### config.mk
export PLATFORM = sky130hd
export DESIGN_NAME = soc_arbiter_bb
export DESIGN_NICKNAME = d
export VERILOG_FILES = /design/src/rtl/soc_bb_pkg.sv /design/src/rtl/soc_arbiter_rr.sv /design/src/rtl/soc_arbiter_bb.sv
export SDC_FILE = /design/constraint.sdc
export NUM_CORES = 1
export LEC_CHECK = 0
export CAP_MARGIN = 20
export CORE_AREA = 5 5 102 104
export DETAILED_ROUTE_END_ITERATION = 6
export DIE_AREA = 0 0 107 109
export DONT_BUFFER_PORTS = 1
export GPL_ROUTABILITY_DRIVEN = 1
export PLACE_DENSITY = 0.4
export RECOVER_POWER = 25
export SLEW_MARGIN = 40
export SYNTH_ARGS = -nofsm -noshare
export SYNTH_HDL_FRONTEND = slang
export SYNTH_HIERARCHICAL = 1
export SYNTH_SLANG_ARGS = --single-unit
### constraint.sdc
create_clock -name clk_i -period 1.2 [get_ports clk_i]
set_input_delay 0.24 -clock clk_i [delete_from_list [all_inputs] [get_ports clk_i]]
set_output_delay 0.24 -clock clk_i [all_outputs]
set_load 0.01 [all_outputs]
### src/rtl/soc_bb_pkg.sv
// Shared Blackbone arbiter types: FSM state encoding, master-count ceiling
// and the round-robin pointer wrap helper.
package soc_bb_pkg;

  localparam int BB_MAX_MASTERS = 8;

  typedef enum logic {
    IDLE = 1'b0,
    OWN  = 1'b1
  } bb_arb_state_t;

  function automatic int bb_wrap_inc(input int idx, input int n);
    return (idx + 1 >= n) ? 0 : idx + 1;
  endfunction

endpackage

### src/rtl/soc_arbiter_rr.sv
// Combinational round-robin picker: returns the first set request at or
// after ptr_i, wrapping modulo N, plus an any-request flag.
module soc_arbiter_rr #(
  parameter int N  = 2,
  parameter int IW = 1
) (
  input  logic [N-1:0]  req_i,
  input  logic [IW-1:0] ptr_i,
  output logic [IW-1:0] idx_o,
  output logic          any_o
);

  localparam int CW = IW + 1;

  logic [CW-1:0] cand;

  // Scan from the farthest offset down so the nearest requester wins last.
  always_comb begin
    idx_o = '0;
    any_o = 1'b0;
    cand  = '0;
    for (int k = N - 1; k >= 0; k--) begin
      cand = {1'b0, ptr_i} + CW'(k);
      if (cand >= CW'(N)) cand = cand - CW'(N);
      if (req_i[cand[IW-1:0]]) begin
        idx_o = cand[IW-1:0];
        any_o = 1'b1;
      end
    end
  end

endmodule

### src/rtl/soc_arbiter_bb.sv
// Blackbone multi-master arbiter: registered round-robin ownership with grant
// hold; burst limiting is built only when SOC_ARBITER_BB_BURST_LIMIT_EN is defined.
module soc_arbiter_bb
  import soc_bb_pkg::*;
#(
  parameter int MASTERS    = 2,
  parameter int DATA_WIDTH = 32,
  parameter int ADDR_WIDTH = 32,
  parameter int MAX_BURST  = 4
) (
  input  logic                                 clk_i,
  input  logic                                 rst_ni,
  input  logic [MASTERS-1:0][ADDR_WIDTH-1:0]   m_addr_i,
  input  logic [MASTERS-1:0][DATA_WIDTH-1:0]   m_din_i,
  input  logic [MASTERS-1:0]                   m_en_i,
  input  logic [MASTERS-1:0]                   m_we_i,
  output logic [MASTERS-1:0]                   m_gnt_o,
  output logic [MASTERS-1:0]                   m_rvalid_o,
  output logic [DATA_WIDTH-1:0]                m_dout_o,
  output logic [ADDR_WIDTH-1:0]                s_addr_o,
  output logic [DATA_WIDTH-1:0]                s_din_o,
  output logic                                 s_en_o,
  output logic                                 s_we_o,
  input  logic [DATA_WIDTH-1:0]                s_dout_i,
  output bb_arb_state_t                        dbg_state_o
);

  localparam int IW = (MASTERS > 1) ? $clog2(MASTERS) : 1;

  bb_arb_state_t state_q;
  logic [IW-1:0] owner_q;
  logic [IW-1:0] ptr_q;
  logic [IW-1:0] rd_id_q;
  logic          rd_pend_q;

  logic [IW-1:0] pick_ptr;
  logic [IW-1:0] pick_idx;
  logic [IW-1:0] next_ptr;
  logic          pick_any;
  logic          own_active;
  logic          owner_req;
  logic          force_out;
  logic          beat;
  logic          leave;

  assign own_active  = (state_q == OWN);
  assign owner_req   = m_en_i[owner_q];
  assign next_ptr    = IW'(bb_wrap_inc(int'(owner_q), MASTERS));
  assign dbg_state_o = state_q;

`ifdef SOC_ARBITER_BB_BURST_LIMIT_EN
  localparam int BW = $clog2(MAX_BURST + 1);

  logic [BW-1:0] beats_q;
  logic          others_req;
  logic          new_owner;

  assign others_req = |(m_en_i & ~(MASTERS'(1) << owner_q));
  assign force_out  = own_active && owner_req && (beats_q == BW'(MAX_BURST)) && others_req;
  assign new_owner  = pick_any && (!own_active || leave);

  always_ff @(posedge clk_i or negedge rst_ni) begin
    if (!rst_ni) begin
      beats_q <= '0;
    end else if (new_owner) begin
      beats_q <= '0;
    end else if (beat && (beats_q != BW'(MAX_BURST))) begin
      beats_q <= beats_q + 1'b1;
    end
  end
`else
  assign force_out = 1'b0;
`endif

  // Handshake: a beat is accepted exactly when m_gnt_o[i] is high; a master
  // holds m_en_i and its address/data/we stable until it sees that grant.
  // A leaving owner uses its drop cycle to pick the successor, so handover
  // costs exactly one dead cycle.
  assign beat     = own_active && owner_req && !force_out;
  assign leave    = own_active && !beat;
  assign pick_ptr = own_active ? next_ptr : ptr_q;

  soc_arbiter_rr #(
    .N  (MASTERS),
    .IW (IW)
  ) u_rr (
    .req_i (m_en_i),
    .ptr_i (pick_ptr),
    .idx_o (pick_idx),
    .any_o (pick_any)
  );

  always_comb begin
    m_gnt_o    = '0;
    m_rvalid_o = '0;
    m_dout_o   = '0;
    s_addr_o   = '0;
    s_din_o    = '0;
    s_we_o     = 1'b0;
    s_en_o     = beat;
    if (own_active) begin
      s_addr_o = m_addr_i[owner_q];
      s_din_o  = m_din_i[owner_q];
      s_we_o   = m_we_i[owner_q];
    end
    if (beat) m_gnt_o[owner_q] = 1'b1;
    if (rd_pend_q) begin
      m_rvalid_o[rd_id_q] = 1'b1;
      m_dout_o            = s_dout_i;
    end
  end

  always_ff @(posedge clk_i or negedge rst_ni) begin
    if (!rst_ni) begin
      state_q   <= IDLE;
      owner_q   <= '0;
      ptr_q     <= '0;
      rd_pend_q <= 1'b0;
      rd_id_q   <= '0;
    end else begin
      rd_pend_q <= beat && !m_we_i[owner_q];
      if (beat && !m_we_i[owner_q]) rd_id_q <= owner_q;
      case (state_q)
        IDLE: begin
          if (pick_any) begin
            state_q <= OWN;
            owner_q <= pick_idx;
          end
        end
        OWN: begin
          if (leave) begin
            ptr_q <= next_ptr;
            if (pick_any) owner_q <= pick_idx;
            else          state_q <= IDLE;
          end
        end
        default: state_q <= IDLE;
      endcase
    end
  end

endmodule

==> reports/metrics.cfg, run 1 <==
[placed_design]
port_buffers=0
dpl_worst_slack_ns=-0.302
post-place-cells=321
placed_area_um2=1740
routabilityCongestion=0.666
dp_hpwl_um=4960

[detailed_routing]
drc=0
routedWlPerCell_um=17.9
drtIter0Drc=43
ant_nets=0
wl_um=5990
viasPerCell=4.62
vias=1544
dr.pass1.iters=4

[synthesis]
synth.cell_area_um2=1490
ys_ff_latch=5
synth_ff_type=dfrtp_1
synthTopCellsByArea=mux2i_1 (44%), nor2_1 (16%), and2_1 (15%)
syn_inst=213
yosys.cell_types.count=22
synth_top_cell_area_share_pct=44.4
avgSynthCellArea_um2=6.98
async_flop_share_pct=100
syn_nets=379
synth_edf_count=0
synth_seq_area_share_pct=8.42
yosysMostFrequentCell=mux2i_1
synth_common_cells=mux2i_1 (66), nor2_1 (65), and2_1 (35)
synth_warnings=6
yosys.area.top_type=mux2i_1

[cells_and_area]
fin_cells=334
multiInputGateArea_um2=1550
design_area_um2=2180
ff_latch_area_um2=131
drive_gt1_share_pct=60.5
final_nets=387
fill_cells=1006
syn2layout_area_growth_pct=46.5
diodes=0

[timing]
setup_viol=105
fin_skew_ns=0.00195
final.period_utilization_pct=132
final.setup.worst_slack_ns=-0.386
fmax_ghz=0.631
slew_violations=0
relSlewSlack_pct=82.9
hold_viol_final=0
rsz0062_at_grt=true
tightest_slew_ns=0.256
finalCriticalPeriod_ns=1.59
finalHoldWorstSlack_ns=0.148

[critical_path]
crit_path_start_kind=flip-flop
crit_fanout=7
crit_type=flip-flop to output port
required_ns=0.96
cp-end-kind=output port
crit_arrival_ns=1.35

[clock_tree]
cts_made_buffers=3
cts_tree=built
cts.sinks=5
cts.path.max_buffers=2
clk_pin_slew_ns=0.04
htreeDepth=1
cts-root-buf=clkbuf_8
clock_latency_ns=0.22

[floorplanning]
die_w_um=107
rows=36
io_pins=269
dieArea_um2=11700
start_util_pct=15.7
core_um2=9460
die_y_um=109

[flow_run]
drv_cap=0

[global_routing]
antenna_found_initial=0
gr-total-overflow=0
grt_max_degree=34
grt_pass1_wl_um=7300
grt_pass1_vias=1435
grtUsageTotal_pct=8.01

[power_and_ir_drop]
finalPower_uw=3540
peakVddDrop_v=0.000498
powerDensity_nw_per_um2=1620
p_leak_uw=0.000998

[hold_path]
hold_class=input port to flip-flop

[run_status]
status=finished with violations
violations=negative setup slack

sequential cells by signal, indices dropped and copies added (netlist names):
name and flops:
ptr_q 1, rd_id_q 1, rd_pend_q 1, dbg_state_o 1
owner_q 1
logic make-up (layout without fill, tap and decap cells):
group | after synthesis | after routing | synth area share, %
AOI/OAI and AO/OA | 8 | 8 | 3.11
buffers and inverters | 25 | 32 | 9.43
DFF | 5 | 5 | 8.42
muxes | 66 | 66 | 44.4
and+or+nand+nor | 109 | 109 | 34.6
critical path, stage by stage (launching register included):
cell and delay (ns):
dfrtp_4 0.56, buf_6 0.15, buf_6 0.12, mux2i_1 0.11, nor2_1 0.18
power breakdown:
group / switching [µW] / internal (µW)
Sequential: 121 / 236
Combinational: 1490 / 1370
Clock: 87.7 / 229
layout make-up:
type	count	share of cell area, %
Multi-Input combinational cell	183	71.3
Timing Repair Buffer	21	12.9
Tap cell	114	6.55
Sequential cell	5	6.03
Clock buffer	4	2.07
Inverter	7	1.21
final timing paths:
| path | start | end | slack [ns] | depth (start not counted) |
|---|---|---|---|---|
| min in group asynchronous | rst_ni | owner_q$_DFFE_PN0P_ | 0.32 | 1 |
| worst max register to register | owner_q$_DFFE_PN0P_ | owner_q$_DFFE_PN0P_ | -0.16 | 6 |
| max in group asynchronous | rst_ni | owner_q$_DFFE_PN0P_ | 0.65 | 1 |
| worst min register to register | ptr_q$_DFFE_PN0P_ | ptr_q$_DFFE_PN0P_ | 0.53 | 2 |
| worst min-delay path | m_we_i[0] | rd_id_q$_DFFE_PN0P_ | 0.15 | 2 |
| worst max-delay path | owner_q$_DFFE_PN0P_ | s_addr_o[25] | -0.39 | 4 |
through the flow:
stage	util, %	setup TNS, ns
after floorplan	-	-0.584
after global placement	18.3	-10.89
after detailed placement	18.3	-11.96
after CTS	20.9	-24.67
after global routing	23.0	-28.99
final	23.0	-22.82
per-layer routing:
metal	routed length, µm	global-route usage (%)	up-vias
li1	-	-	708
met1	1990	8.57	690
met2	3360	15.5	142
met3	599	2.43	4
met4	27	1.64	0
met5	0	0	-
cell usage in the layout, fill, tap and decap left out:
cell / n
clkbuf_1: 1
nor2_4: 4
nor2b_1: 1
a21oi_1: 1
buf_12: 4
dfrtp_1: 2
dfrtp_4: 1
nand3b_1: 1
o21ai_0: 3
dfrtp_2: 2
clkbuf_8: 3
o21a_1: 1
mux2i_2: 10
inv_1: 6
and3_4: 1
o21ai_2: 1
a21boi_1: 1
dlygate4sd3_1: 1
nor2b_4: 2
nor2_2: 51
and2_4: 35
nand3_1: 1
a31oi_1: 1
inv_2: 1
nand2_1: 2
or2_1: 1
nor2_1: 10
buf_6: 8
buf_16: 2
mux2i_1: 54
buf_4: 6
mux2i_4: 2
what timing repair did:
item | 4_1_cts | 5_1_grt
resized for setup | 44 | 62
setup buffers | 4 | 0
gates cloned | 1 | 3
setup endpoints to repair | 74 | 106
pin swaps | 19 | 12
endpoints found under the hold margin | 5 | 0
hold buffers | 1 | 0
No activity file was read; power rests on OpenSTA's default activity.
==> run 2: changes to the inputs <==
- ABC_AREA: unset -> 1
- CORE_AREA: 5 5 102 104 -> 5 5 101 103
- DIE_AREA: 0 0 107 109 -> 0 0 106 108
- PLACE_DENSITY: 0.4 -> 0.42
==> reports/metrics.cfg, run 2 <==
[critical_path]
crit_arrival_ns=1.25  ; -0.10 ns
required_ns=0.96  ; about the same
crit_chain=inv_6 -> buf_12 -> buf_16 -> nor2_1 -> nor2_2
cp_num_buf_inv=3  ; +1
slowest_stage=dfrtp_2
cpLargestDelayFamily=flip-flops
r2r_slack_ns=-0.14  ; +0.02 ns
cp-endpoint=s_addr_o[18]
crit_path_start_kind=flip-flop
crit_type=flip-flop to output port
reg2reg_to=dbg_state_o$_DFF_PN0_
crit_start=owner_q$_DFFE_PN0P_
cp-end-kind=output port
reg2reg_depth=7  ; +1
path_depth=5  ; +1
timing.rr.start=owner_q$_DFFE_PN0P_
crit_fanout=21  ; +14
slowest_delay_ns=0.47  ; -0.09 ns

[clock_tree]
cts_made_buffers=3  ; unchanged
cts.path.max_buffers=2  ; unchanged
cts-root-buf=clkbuf_8
clk_pin_slew_ns=0.03  ; about the same
clock_latency_ns=0.21  ; about the same
htreeDepth=1  ; unchanged
cts_tree=built
cts.sinks=5  ; unchanged

[floorplanning]
rows=35  ; -2.8%
die_y_um=108  ; -0.92%
core_um2=9110  ; -3.7%
io_pins=269  ; unchanged
dieArea_um2=11400  ; -1.8%
die_w_um=106  ; -0.93%
start_util_pct=17.0  ; +1.3 points

[global_routing]
grt_max_degree=38  ; +12%
grt_pass1_vias=1790  ; +25%
grtUsageTotal_pct=9.72  ; +1.7 points
antenna_found_initial=0  ; unchanged
grt_pass1_wl_um=9260  ; +27%
gr-total-overflow=0  ; unchanged

[synthesis]
syn_nets=496  ; +31%
synthTopCellsByArea=nor2_1 (31%), o21ai_0 (18%), nand2_1 (13%)
yosysMostFrequentCell=nor2_1
synth_edf_count=0  ; unchanged
yosys.cell_types.count=19  ; -14%
ys_ff_latch=5  ; unchanged
synth_seq_area_share_pct=8.08  ; -0.34 points
synth.cell_area_um2=1550  ; +4.2%
synth_ff_type=dfrtp_1
yosys.area.top_type=nor2_1
async_flop_share_pct=100  ; unchanged
avgSynthCellArea_um2=4.69  ; -33%
syn_inst=330  ; +55%
synth_warnings=6  ; unchanged
synth_top_cell_area_share_pct=31.3  ; -13 points
synth_common_cells=nor2_1 (129), o21ai_0 (55), nand2_1 (52)

[placed_design]
dpl_worst_slack_ns=-0.163  ; +0.139 ns
routabilityCongestion=0.669  ; +0.47%
port_buffers=0  ; unchanged
dp_hpwl_um=5640  ; +14%

[cells_and_area]
final_common_cell=nor2_2
post-route-util_pct=25.5  ; +2.5 points
fill_cells=1025  ; +1.9%
ff_latch_area_um2=129  ; -1.9%
final_cell_mix=nor2_2 (67), nor2_1 (57), o21ai_1 (41), nand2_1 (24), o21ai_0 (24)
diodes=0  ; unchanged
syn2layout_area_growth_pct=50.2
multiInputGateArea_um2=1430  ; -7.7%
drive_gt1_share_pct=50.8  ; -9.7 points
final_nets=498  ; +29%

[detailed_routing]
ant_nets=0  ; unchanged
routedWlPerCell_um=16.6  ; -7.5%
vias=2052  ; +33%
drc=0  ; unchanged
viasPerCell=4.64  ; +0.43%
wl_um=7330  ; +22%
drtIter0Drc=135  ; +210%
dr.pass1.iters=4  ; unchanged

[timing]
relSlewSlack_pct=82.5  ; -0.40 points
fmax_ghz=0.669  ; +6.1%
finalCriticalPeriod_ns=1.49  ; -0.0914 ns
final.period_utilization_pct=125  ; -7.6 points
rsz0062_at_grt=true
setup_viol=105  ; unchanged
tightest_slew_ns=0.262  ; +0.00684 ns
slew_violations=0  ; unchanged
hold_viol_final=0  ; unchanged
finalHoldWorstSlack_ns=0.115  ; -0.0322 ns
fin_skew_ns=0.00113  ; -0.000827 ns
final.setup.worst_slack_ns=-0.294  ; +0.0914 ns

[run_status]
status=finished with violations
violations=negative setup slack

[power_and_ir_drop]
p_leak_uw=0.00117  ; +17%
powerDensity_nw_per_um2=2460  ; +52%
peakVddDrop_v=0.000872  ; +75%

[hold_path]
hold_class=input port to flip-flop
min_path_cells=1  ; -1
min-delay-start=m_en_i[0]

[flow_run]
drv_cap=0  ; unchanged

## run 2: changes by cell type after synthesis, sizes merged, moves of 3 or more
cell and delta:
and2 -35, buf +4, clkbuf +4, inv +38, mux2i -66, nand2 +50
nor2 +64, nor2b -3, o21ai +61
## run 2: metrics by stage
stage	std cells	power (µW)	setup TNS, ns	area [µm²]
final	442	5730	-19.40	2330
after global placement	428	4150	-3.74	1780
after floorplan	330	3660	-0.00849	1680
after CTS	437	5100	-17.90	1990
after global routing	442	6230	-25.15	2330
after detailed placement	428	4210	-5.33	1780
## run 2: report_power, final
group          internal, µW  switching, µW  leakage (µW)
clock network           227           71.3     0.0000228
logic                  1880           3170       0.00109
registers               240            136     0.0000552
total                  2350           3380       0.00117
## run 2: layer usage
layer | track usage [%] | wire length (µm) | part of all wire [%] | up-vias
met5 | 0 | 0 | 0 | -
met3 | 1.91 | 565 | 7.7 | 2
met1 | 11.7 | 2780 | 38 | 922
met4 | 0.833 | 24 | 0.33 | 0
met2 | 18.6 | 3960 | 54 | 129
li1 | - | - | - | 999
## run 2: final cells by class
cell class	instances	area share [%]
multi-input cells	254	61.6
clock buffers	4	1.94
inverters	45	9.41
well taps	111	5.97
repair buffers	23	15.5
flip-flops and latches	5	5.54
## run 2: kinds of logic after synthesis
logic type      count (synthesis)  share of synthesized area [%]
buf+inv                        71                           23.9
simple gates                  187                           46.4
compound gates                 67                           21.6
flops                           5                           8.08
## run 2: worst min path at each step
stage	end	slack (ns)
after global routing	ptr_q$_DFFE_PN0P_	0.12
after global placement	rd_pend_q$_DFF_PN0_	-0.06
after floorplan	dbg_state_o$_DFF_PN0_	-0.06
after detailed placement	rd_pend_q$_DFF_PN0_	-0.06
after CTS	ptr_q$_DFFE_PN0P_	0.11
final	ptr_q$_DFFE_PN0P_	0.12
## run 2: timing repair
action / 4_1_cts / 5_1_grt
buffers inserted: 3 / 0
hold buffers: 1 / 0
cloned: 1 / 5
resized for setup: 42 / 123
hold endpoints to repair: 5 / 0
setup endpoints to repair: 72 / 106
pin swaps: 3 / 4
